File: config.mk
export PLATFORM = sky130hd
export DESIGN_NAME = decoder_rr_arbiter
export DESIGN_NICKNAME = d
export VERILOG_FILES = /design/src/rtl/decoder_rr_arbiter.sv
export SDC_FILE = /design/constraint.sdc
export NUM_CORES = 1
export LEC_CHECK = 0
export ABC_AREA = 1
export BUFFER_PORTS_ARGS = -buffer_cell sky130_fd_sc_hd__buf_2
export CAP_MARGIN = 25
export CORE_ASPECT_RATIO = 1.2
export CORE_MARGIN = 8
export CORE_UTILIZATION = 50
export DETAILED_ROUTE_END_ITERATION = 7
export GPL_TIMING_DRIVEN = 0
export PLACE_DENSITY = 0.69
export SLEW_MARGIN = 10
export SYNTH_ARGS = -nofsm -noshare
export SYNTH_HDL_FRONTEND = slang
export SYNTH_SLANG_ARGS = --single-unit
File: constraint.sdc
create_clock -name clk -period 2.6 [get_ports clk]
set_clock_uncertainty 0.2 [all_clocks]
set_input_delay 0 -clock clk [delete_from_list [all_inputs] [get_ports clk]]
set_output_delay 0 -clock clk [all_outputs]
set_load 0.01 [all_outputs]
File: src/rtl/decoder_rr_arbiter.sv
// Round-robin owner selection for a shared 3-to-8 decoder, with a per-grant hold limit
// that forces a one-cycle gap and hands the resource on so no requester starves.
module decoder_rr_arbiter #(
   parameter int MAX_HOLD = 16
) (
   input  logic       clk,
   input  logic       rst_n,
   input  logic [7:0] req,
   output logic [2:0] sel,
   output logic       sel_en,
   output logic [7:0] gnt,
   output logic       preempt
);

   localparam int HW = $clog2(MAX_HOLD + 1);

   typedef enum logic [1:0] {IDLE, GRANT, GAP} state_t;

   state_t          state_q, state_d;
   logic [2:0]      ptr_q, ptr_d;
   logic [HW-1:0]   hcnt_q, hcnt_d;
   logic [2:0]      sel_q, sel_d;
   logic            sel_en_q, sel_en_d;
   logic [7:0]      gnt_q, gnt_d;
   logic            preempt_q, preempt_d;

   logic            found;
   logic [2:0]      win;
   logic [2:0]      idx;

   // First requester at or above ptr, wrapping 7 -> 0.
   always_comb begin
      found = 1'b0;
      win   = ptr_q;
      idx   = ptr_q;
      for (int i = 0; i < 8; i++) begin
         idx = ptr_q + 3'(i);
         if (!found && req[idx]) begin
            found = 1'b1;
            win   = idx;
         end
      end
   end

   always_comb begin
      state_d   = state_q;
      ptr_d     = ptr_q;
      hcnt_d    = hcnt_q;
      sel_d     = sel_q;
      sel_en_d  = sel_en_q;
      gnt_d     = gnt_q;
      preempt_d = 1'b0;
      case (state_q)
         GRANT: begin
            // Release takes priority over the hold limit, so preempt stays low then.
            if (!req[sel_q] || (hcnt_q == HW'(MAX_HOLD))) begin
               sel_en_d  = 1'b0;
               gnt_d     = 8'h00;
               ptr_d     = sel_q + 3'd1;
               state_d   = GAP;
               preempt_d = req[sel_q];
            end else begin
               hcnt_d = hcnt_q + HW'(1);
            end
         end
         default: begin
            if (found) begin
               sel_d    = win;
               sel_en_d = 1'b1;
               gnt_d    = 8'h01 << win;
               hcnt_d   = HW'(1);
               state_d  = GRANT;
            end else begin
               sel_en_d = 1'b0;
               gnt_d    = 8'h00;
               state_d  = IDLE;
            end
         end
      endcase
   end

   always_ff @(posedge clk or negedge rst_n) begin
      if (!rst_n) begin
         state_q   <= IDLE;
         ptr_q     <= 3'd0;
         hcnt_q    <= '0;
         sel_q     <= 3'd0;
         sel_en_q  <= 1'b0;
         gnt_q     <= 8'h00;
         preempt_q <= 1'b0;
      end else begin
         state_q   <= state_d;
         ptr_q     <= ptr_d;
         hcnt_q    <= hcnt_d;
         sel_q     <= sel_d;
         sel_en_q  <= sel_en_d;
         gnt_q     <= gnt_d;
         preempt_q <= preempt_d;
      end
   end

   assign sel     = sel_q;
   assign sel_en  = sel_en_q;
   assign gnt     = gnt_q;
   assign preempt = preempt_q;

endmodule

-- After elaboration in Yosys (flattened, before gate mapping)
Index checks and enable logic that the tools add are counted.
- output and inout port bits: 13
- word-level logic and storage cells: 98
- bits of input ports: 10
- register bits: 23
- equality and inequality tests: 4
- reduce and logical (&&, ||, !) cells: 20
- bitwise gates (word level): 1
- add/subtract/negate cells: 9
- shift operators: 1
- muxes and demuxes: 47
- magnitude comparators: 9
- operators with widths (cell ; count):
    < comparator 3 x 4 -> 1 bit, second input constant ; 9
    binary-select mux 1 bit (select 3 bit) ; 9
    two-way mux 8 bit ; 3
    two-way mux 1 bit ; 23
    two-way mux 3 bit ; 7
    two-way mux 5 bit ; 3
    adder 3 bit, second input constant ; 4
    zero test 1 bit ; 8
    << shifter 1 x 3 -> 8 bit, first input constant ; 1
    logical AND 1 bit ; 7
    adder 3 x 1 -> 3 bit, second input constant ; 2
    adder 3 x 2 -> 3 bit, second input constant ; 2
    AND reduction 2 bit ; 3
    adder 5 x 1 -> 5 bit, second input constant ; 1
    == test 5 bit, second input constant ; 1
    two-way mux 2 bit ; 2
    inequality test 2 bit, second input constant ; 2
    == test 2 x 1 -> 1 bit, second input constant ; 1
    nonzero test 2 bit ; 1
    logical OR 1 bit ; 1
    inverter 1 bit ; 1

-- Longest topological paths before layout
Gate-level depths: netlist of the first run.
- depth in word-level cells: 27
- gate-level depth with buffers: 20
- mapped depth without buffers: 19

-- Worst setup path before layout of the first run
OpenSTA, ideal clock, no wires.
- path kind: reg-to-reg
- from: reg ptr_q[0]
- to: reg hcnt_q[2]
- path buffers: 1
- cell stages (with the launch flop): 16
- arrival: 2292 ps
- slack: -11 ps
- required time: 2281 ps
- clock period less this slack: 2611 ps
- library setup time: 119 ps
- cell sequence: dfrtp_1 -> inv_2 -> buf_6 -> ha_1 -> inv_1 -> nand3_2 -> nand3_2 -> nand2_2 -> nor2_4 -> nand4_4 -> nor2_4 -> nand2_2 -> o21ai_4 -> nand2_2 -> a21oi_1 -> nor2_1
- longest elaborated chain between the ends: 26
- elaborated cells on any way between the ends: 47
- those cells by class: 7 x add/sub; 24 x mux; 16 x reduce/logical
- RTL lines (what ; line ; text):
    start, declared ; 20 ; logic [2:0] ptr_q, ptr_d;
    start signal, assigned ; 93 ; ptr_q <= ptr_d;
    branches (longest 23 deep; another with adder 3 x 1 -> 3 bit) ; - ;
    two-way mux 1 bit * ; 38 ; if (!found && req[idx]) begin
    nonzero test 2 bit (no line) * ; - ;
    AND reduction 2 bit (no line) * ; - ;
    end signal, assigned ; 94 ; hcnt_q <= hcnt_d;
    end, declared ; 21 ; logic [HW-1:0] hcnt_q, hcnt_d;
Every way passes the cells marked *. The select of a mux whose other input is x is not followed.
A chain may end at the register's enable or synchronous reset.

-- Worst setup path after layout of the first run
- from: reg ptr_q[1]
- to: reg gnt_q[3] (netlist: gnt[3])
- longest elaborated chain between the ends: 27
- elaborated cells on any way between the ends: 55
- those cells by class: 7 x add/sub; 1 x shift; 33 x mux; 14 x reduce/logical
- RTL lines (what ; line ; text):
    branches (longest 25 deep; another with adder 3 x 1 -> 3 bit) ; - ;
    two-way mux 8 bit * ; 67 ; if (found) begin
    two-way mux 8 bit * ; 53 ; case (state_q)
    end signal, assigned ; 97 ; gnt_q <= gnt_d;
    end, declared ; 24 ; logic [7:0] gnt_q, gnt_d;
Marked as above.

==> results of run 1 <==
[logic make-up (layout without fill, tap and decap cells)]
family                     after synthesis  after routing  share of synthesized area, %
adders and majority gates                5              5                          3.31
xor gates and xnor gates                 6              6                          3.78
AOI/OAI and AO/OA                       25             25                          8.08
and+or+nand+nor                        183            183                          47.6
muxes                                    2              2                          1.06
buffers and inverters                   30             73                          7.02
DFF                                     22             22                          29.1
[worst max-delay path: cells and delay by family, from the launching register on]
kind / cells / cell delay [ps]
simple gates: 12 / 1220
fa+ha+maj: 1 / 320
flops: 1 / 370
compound gates: 1 / 130
buf+inv: 3 / 290
[routing by layer]
metal	vias to the layer above	wire [um]
met1	921	2110
met3	5	149
met2	40	2640
met4	0	52
met5	-	0
li1	987	-
[stage by stage]
step / hold WS (ps) / std cells / util, % / worst slack [ps]
6_report: 26.2 / 368 / 66.1 / 5.66
5_1_grt: 71.7 / 368 / 66.1 / -155
4_1_cts: 45.6 / 355 / 60.3 / 4.49
3_5_place_dp: -210 / 347 / 56.8 / -325
3_3_place_gp: -212 / 347 / 56.8 / -341
2_1_floorplan: -496 / 273 / - / 50.4
[worst paths after layout]
path                          start          to  slack (ps)
setup / recovery           ptr_q[1]      gnt[3]           6
hold / removal                rst_n  state_q[0]          30
setup reg to reg           ptr_q[1]      gnt[3]           6
hold reg to reg              gnt[2]      gnt[2]         280
max in group asynchronous     rst_n      gnt[7]        1840
min in group clk             req[7]     preempt         180
[layout make-up]
type                    instances  area (um^2)  area share, %
flip-flops and latches         22          551           22.9
plain buffers                   6         52.6           2.19
clock buffers                   3         41.3           1.72
well taps                      52         65.1           2.71
inverters                      24          108           4.48
repair buffers                 40          248           10.3
multi-input cells             221         1340           55.7
[flip-flops by register name, indices dropped and copies added, names as in the netlist]
name / count
hcnt_q: 5
ptr_q: 3
state_q: 2
gnt: 8
preempt: 1
sel: 3
[cells in the final DEF (no fill, tap or decap), types with 4 or more instances in the layout]
master,n
sky130_fd_sc_hd__o21ai_0,7
sky130_fd_sc_hd__dfrtp_1,22
sky130_fd_sc_hd__nand2_1,79
sky130_fd_sc_hd__nand3_2,9
sky130_fd_sc_hd__buf_2,22
sky130_fd_sc_hd__nor2_1,15
sky130_fd_sc_hd__buf_4,18
sky130_fd_sc_hd__nand3_1,40
sky130_fd_sc_hd__nand2_4,6
sky130_fd_sc_hd__nand2_2,21
sky130_fd_sc_hd__inv_1,17
sky130_fd_sc_hd__o21ai_1,6
sky130_fd_sc_hd__ha_1,4
[repair_timing]
item,in CTS,in global routing
endpoints found under the hold margin,22,0
setup buffers,4,13
hold buffers,1,0
gates resized for setup,14,27
pin swaps,6,16
setup endpoints to repair,17,15
==> results.ini, run 1 <==
[hold_path]
min_delay_worst_type=in -> async

[clock_network]
clockBufferDepth=2
cts-buffers-inserted=3
clock_tree_from_tritoncts=yes
root_buffer=sky130_fd_sc_hd__clkbuf_8
clock_insertion_delay_worst_skew_ps=260
number_of_sinks_on_the_clock_net=22
clkSlewWorstSetupHoldPaths_ps=80
ctsHtreeMaxLevel=1

[sta]
slew_viol_final=0
finalHoldViolCount=0
period_share_pct=99.8
maxClockFrequency_ghz=0.385
min_period_ps=2590
slew_headroom_pct=67.7
setup_repair_after_global_routing_missed_its_margin=yes
tightestPinTransition_ps=484
setup_tns_ps=0
setup_viol_count_final=0

[synthesis]
post_synth_inst_count=273
yosys.cell_types.count=32
synthesis.area_um2=1890
avg_synthesized_cell_area_um2=6.92
async_reset_ff_share_pct=100
yosysWarnings=0
synth_seq_cells=22
synth-seq-area-share_pct=29.1
ys_dominant_reg_cell=sky130_fd_sc_hd__dfrtp_1
synth-edff-count=0
synth.cells.most_frequent=88 x sky130_fd_sc_hd__nand2_1, 43 x sky130_fd_sc_hd__nand3_1, 22 x sky130_fd_sc_hd__dfrtp_1, 20 x sky130_fd_sc_hd__inv_1, 17 x sky130_fd_sc_hd__nand2_2
synth_largest_type_area_fraction_pct=29.1
synth_most_common_cell=sky130_fd_sc_hd__nand2_1
synth.top_cells.by_area=sky130_fd_sc_hd__dfrtp_1 29%, sky130_fd_sc_hd__nand2_1 17%, sky130_fd_sc_hd__nand3_1 11%
syn_nets=288
top_cell_type_by_total_area_after_synthesis=sky130_fd_sc_hd__dfrtp_1

[floorplanning]
initial_utilization_pct=52.0
placementRows=24
die-area_um2=6010
die-width_um=72.1
ioPinCount=23
die_span_in_y_um=83.3
area_of_the_core_um2=3630

[detailed_routing]
detail_route.wl_per_cell_um=13.4
postRouteAntennaNets=0
drc_errors=0
detailedRoute.firstIterationViolations=114
routed_wire_length_mm=4.95
routed_via_density=5.31
drtPass1Iterations=4
via_count=1953

[setup_path]
startpoint_type=flop
worst-setup-path-type=reg -> reg
timing.critical_path.arrival_ps=2590
r2r.worst_path.cells=17
critical_path.cell_chain=buf_6, inv_8, ha_4, nand3_1, nand2_1, nand2_1, nand2_2, nand3_2, nor2_4, nand4_1, o21ai_1, inv_1, nand2_2, nand2_4, nand2_4, nand3_1, nand2_1
cpMostUsedCell=sky130_fd_sc_hd__nand2_1
crit_path_end_kind=flop
crit_path_max_incr_delay_ps=370
critical_path_required_ps=2600
critical-path-slowest-cell=sky130_fd_sc_hd__dfrtp_1
worst-path-max-fanout=8

[flow_run]
max-cap-violations=0

[grt]
groute.usage.overall_pct=15.9
overflow=0
grt_util_met2_pct=29.0
grt-busiest-layer=met2
global_route.usage.met1_pct=18.2
pin_count_of_the_biggest_net_entering_global_routing=23
via_count_of_the_first_global_routing_pass=1767
grt_util_met3_pct=2.16
antenna_found_initial=0
grt_pass1_wl_mm=7.91

[cells_and_area]
fill_cells=343
n_antenna_cell=0
area.growth.synth_to_final_pct=27.1
final_net_count=333
final_cell_area_um2=2400
final_layout_size_suffix_gt1_share_pct=33.5

[place]
placed_cell_area_um2=2060
hpwlAfterDp_mm=3.60
buffer_ports.inserted=22
gp_routability_congestion=0.862

[status]
outcome=finished, final reports clean

Power of run 1 is left out: the tool's default activity adds up to more than one toggle a clock period on the data nets, which glitch-free logic cannot reach.
==> run 2: changes to the inputs <==
--- a/config.mk
+++ b/config.mk
@@ -16,3 +16,4 @@
 export PLACE_DENSITY = 0.69
-export SLEW_MARGIN = 10
+export SETUP_SLACK_MARGIN = 0.5
+export SLEW_MARGIN = 20
 export SYNTH_ARGS = -nofsm -noshare
==> constraint.sdc (replaced) <==
create_clock -name clk -period 2.6 [get_ports clk]
set_clock_uncertainty 0.2 [all_clocks]
set_input_delay 0.39 -clock clk [delete_from_list [all_inputs] [get_ports clk]]
set_output_delay 0.39 -clock clk [all_outputs]
set_load 0.01 [all_outputs]
==> run 2 against run 1 <==
  * Utilization grew 3.2 points
  * Clock-buffer cell count grew 1
  * Global-route usage increased by 0.46 points
  * Critical path depth up 1
  * First-iteration DRC count is the same
  * Register-to-register slack better by 50 ps
  * Die area stayed put
==> results.ini, run 2 (synthesis gave the netlist of run 1 again) <==
[status]
outcome=finished, final reports clean  ; unchanged

[setup_path]
critical_path.cell_chain=inv_2, buf_8, ha_4, inv_6, nand3_1, nand2_1, nand2_1, nand2_2, nand4_4, nor2_4, nand3_4, nand2_1, inv_1, nand2_4, nand2_4, nor2_1, nand3_1, nand2_1  ; was buf_6, inv_8, ha_4, nand3_1, nand2_1, nand2_1, nand2_2, nand3_2, nor2_4, nand4_1, o21ai_1, inv_1, nand2_2, nand2_4, nand2_4, nand3_1, nand2_1
startpoint_type=flop  ; unchanged
timing.critical_path.arrival_ps=2540  ; was 2590 ps
cpMostUsedCell=sky130_fd_sc_hd__nand2_1  ; unchanged
worst-setup-path-type=reg -> reg  ; unchanged
worst-path-max-fanout=6  ; was 8
crit_path_max_incr_delay_ps=370  ; about the same
critical_path_required_ps=2600  ; about the same
crit_path_end_kind=flop  ; unchanged
worstReg2RegEnd=gnt[1]  ; was gnt[3]
r2r.worst_path.cells=18  ; was 17
critical-path-slowest-cell=sky130_fd_sc_hd__dfrtp_1  ; unchanged
reg2reg_setup_slack_ps=60  ; was 6 ps
timing.rr.start=ptr_q[0]  ; was ptr_q[1]

[clock_network]
clkSlewWorstSetupHoldPaths_ps=80  ; about the same
root_buffer=sky130_fd_sc_hd__clkbuf_8  ; unchanged
clockBufferDepth=2  ; unchanged
cts-buffers-inserted=3  ; unchanged
clock_tree_from_tritoncts=yes  ; unchanged
clock_insertion_delay_worst_skew_ps=260  ; about the same
ctsHtreeMaxLevel=1  ; unchanged
number_of_sinks_on_the_clock_net=22  ; unchanged

[detailed_routing]
postRouteAntennaNets=0  ; unchanged
detailedRoute.firstIterationViolations=114  ; unchanged
routed_via_density=5.17  ; was 5.31
via_count=1901  ; was 1,953
drtPass1Iterations=4  ; unchanged
routed_wire_length_mm=4.89  ; was 4.95 mm
detail_route.wl_per_cell_um=13.3  ; was 13.4 um
drc_errors=0  ; unchanged

[place]
buffer_ports.inserted=22  ; unchanged
place_ws_ps=-86.8  ; was -325 ps
gp_routability_congestion=0.876  ; was 0.862
placed_cell_area_um2=2110  ; was 2060 um^2
hpwlAfterDp_mm=3.64  ; was 3.60 mm

[grt]
grt_pass1_wl_mm=8.16  ; was 7.91 mm
via_count_of_the_first_global_routing_pass=1890  ; was 1,767
overflow=0  ; unchanged
groute.usage.overall_pct=16.4  ; was 15.9%
antenna_found_initial=0  ; unchanged
pin_count_of_the_biggest_net_entering_global_routing=23  ; unchanged

[floorplanning]
die-area_um2=6010  ; unchanged
die_span_in_y_um=83.3  ; unchanged
initial_utilization_pct=52.0  ; unchanged
ioPinCount=23  ; unchanged
area_of_the_core_um2=3630  ; unchanged
placementRows=24  ; unchanged
die-width_um=72.1  ; unchanged

[cells_and_area]
layout_common_cells=73 x sky130_fd_sc_hd__nand2_1, 32 x sky130_fd_sc_hd__nand3_1, 28 x sky130_fd_sc_hd__nand2_2  ; was 79 x sky130_fd_sc_hd__nand2_1, 40 x sky130_fd_sc_hd__nand3_1, 22 x sky130_fd_sc_hd__dfrtp_1, 22 x sky130_fd_sc_hd__buf_2, 21 x sky130_fd_sc_hd__nand2_2
final_common_cell=sky130_fd_sc_hd__nand2_1  ; unchanged
final_net_count=332  ; was 333
n_antenna_cell=0  ; unchanged
final_cell_area_um2=2520  ; was 2400 um^2
final_layout_size_suffix_gt1_share_pct=39.2  ; was 33.5%
fill_cells=327  ; was 343
max_reg_flops=8  ; unchanged
area.growth.synth_to_final_pct=33.2  ; was 27.1%

[hold_path]
holdPathEnd=gnt[3]
holdCritStartpoint=gnt[3]
min_delay_worst_type=reg -> reg  ; was in -> async
worstHoldPathCells=2

[sta]
slew_viol_final=0  ; unchanged
maxClockFrequency_ghz=0.394  ; was 0.385 GHz
slew_headroom_pct=68.0  ; was 67.7%
setup_viol_count_final=0  ; unchanged
finalHoldViolCount=0  ; unchanged
period_share_pct=97.7  ; was 99.8%
final_critical_path_setup_slack_ps=59.1  ; was 5.66 ps
min_period_ps=2540  ; was 2590 ps
tightestPinTransition_ps=480  ; was 484 ps
setup_repair_after_global_routing_missed_its_margin=yes  ; unchanged

[flow_run]
max-cap-violations=0  ; unchanged

[run 2: per-layer routing]
layer  track usage, %  vias up  share of wire [%]
li1                 -      981                  -
met1             17.7      883                 41
met2             30.0       23                 54
met3             1.56       14                1.7
met4             8.57        0                3.0
met5                0        -                  0
[run 2: worst max-delay path by stage]
stage / startpoint / to / slack [ps]
floorplan: ptr_q[0] / hcnt_q[2] / 220
global placement: ptr_q[0] / gnt[6] / -80
detailed placement: ptr_q[0] / gnt[4] / -90
CTS: ptr_q[0] / gnt[4] / 110
global route: ptr_q[0] / gnt[3] / -80
finish: ptr_q[0] / gnt[1] / 60
[run 2: worst max-delay path, delay by kind of cell (launching register included)]
kind	cells	cell delay [ps]
DFF	1	370
and+or+nand+nor	13	1270
buffers and inverters	4	340
adders and majority gates	1	280
[run 2: area by class of cell]
class | instances | area (um^2) | area share, %
plain buffers | 6 | 52.6 | 2.09
clock buffers | 4 | 55.1 | 2.19
inverters | 24 | 110 | 4.37
multi-input cells | 221 | 1420 | 56.6
flip-flops and latches | 22 | 551 | 21.9
well taps | 52 | 65.1 | 2.58
repair buffers | 39 | 260 | 10.3
[run 2: through the flow]
step / util, % / hold slack (ps) / setup TNS, ps / cells
2_1_floorplan: - / -106 / 0 / 273
3_5_place_dp: 58.1 / 175 / -627 / 347
6_report: 69.3 / 282 / 0 / 368
4_1_cts: 65.2 / 286 / 0 / 365
3_3_place_gp: 58.1 / 177 / -542 / 347
5_1_grt: 69.3 / 299 / -655 / 368
[run 2: what timing repair did]
item                                   4_1_cts  5_1_grt
gates resized for setup                     20       33
buffers inserted                            13        3
pin swaps                                   15       17
cloned                                       0        0
setup endpoints to repair                   17       17
endpoints found under the hold margin       22        0
hold buffers                                 1        0
Power of run 2 is left out for the same reason.
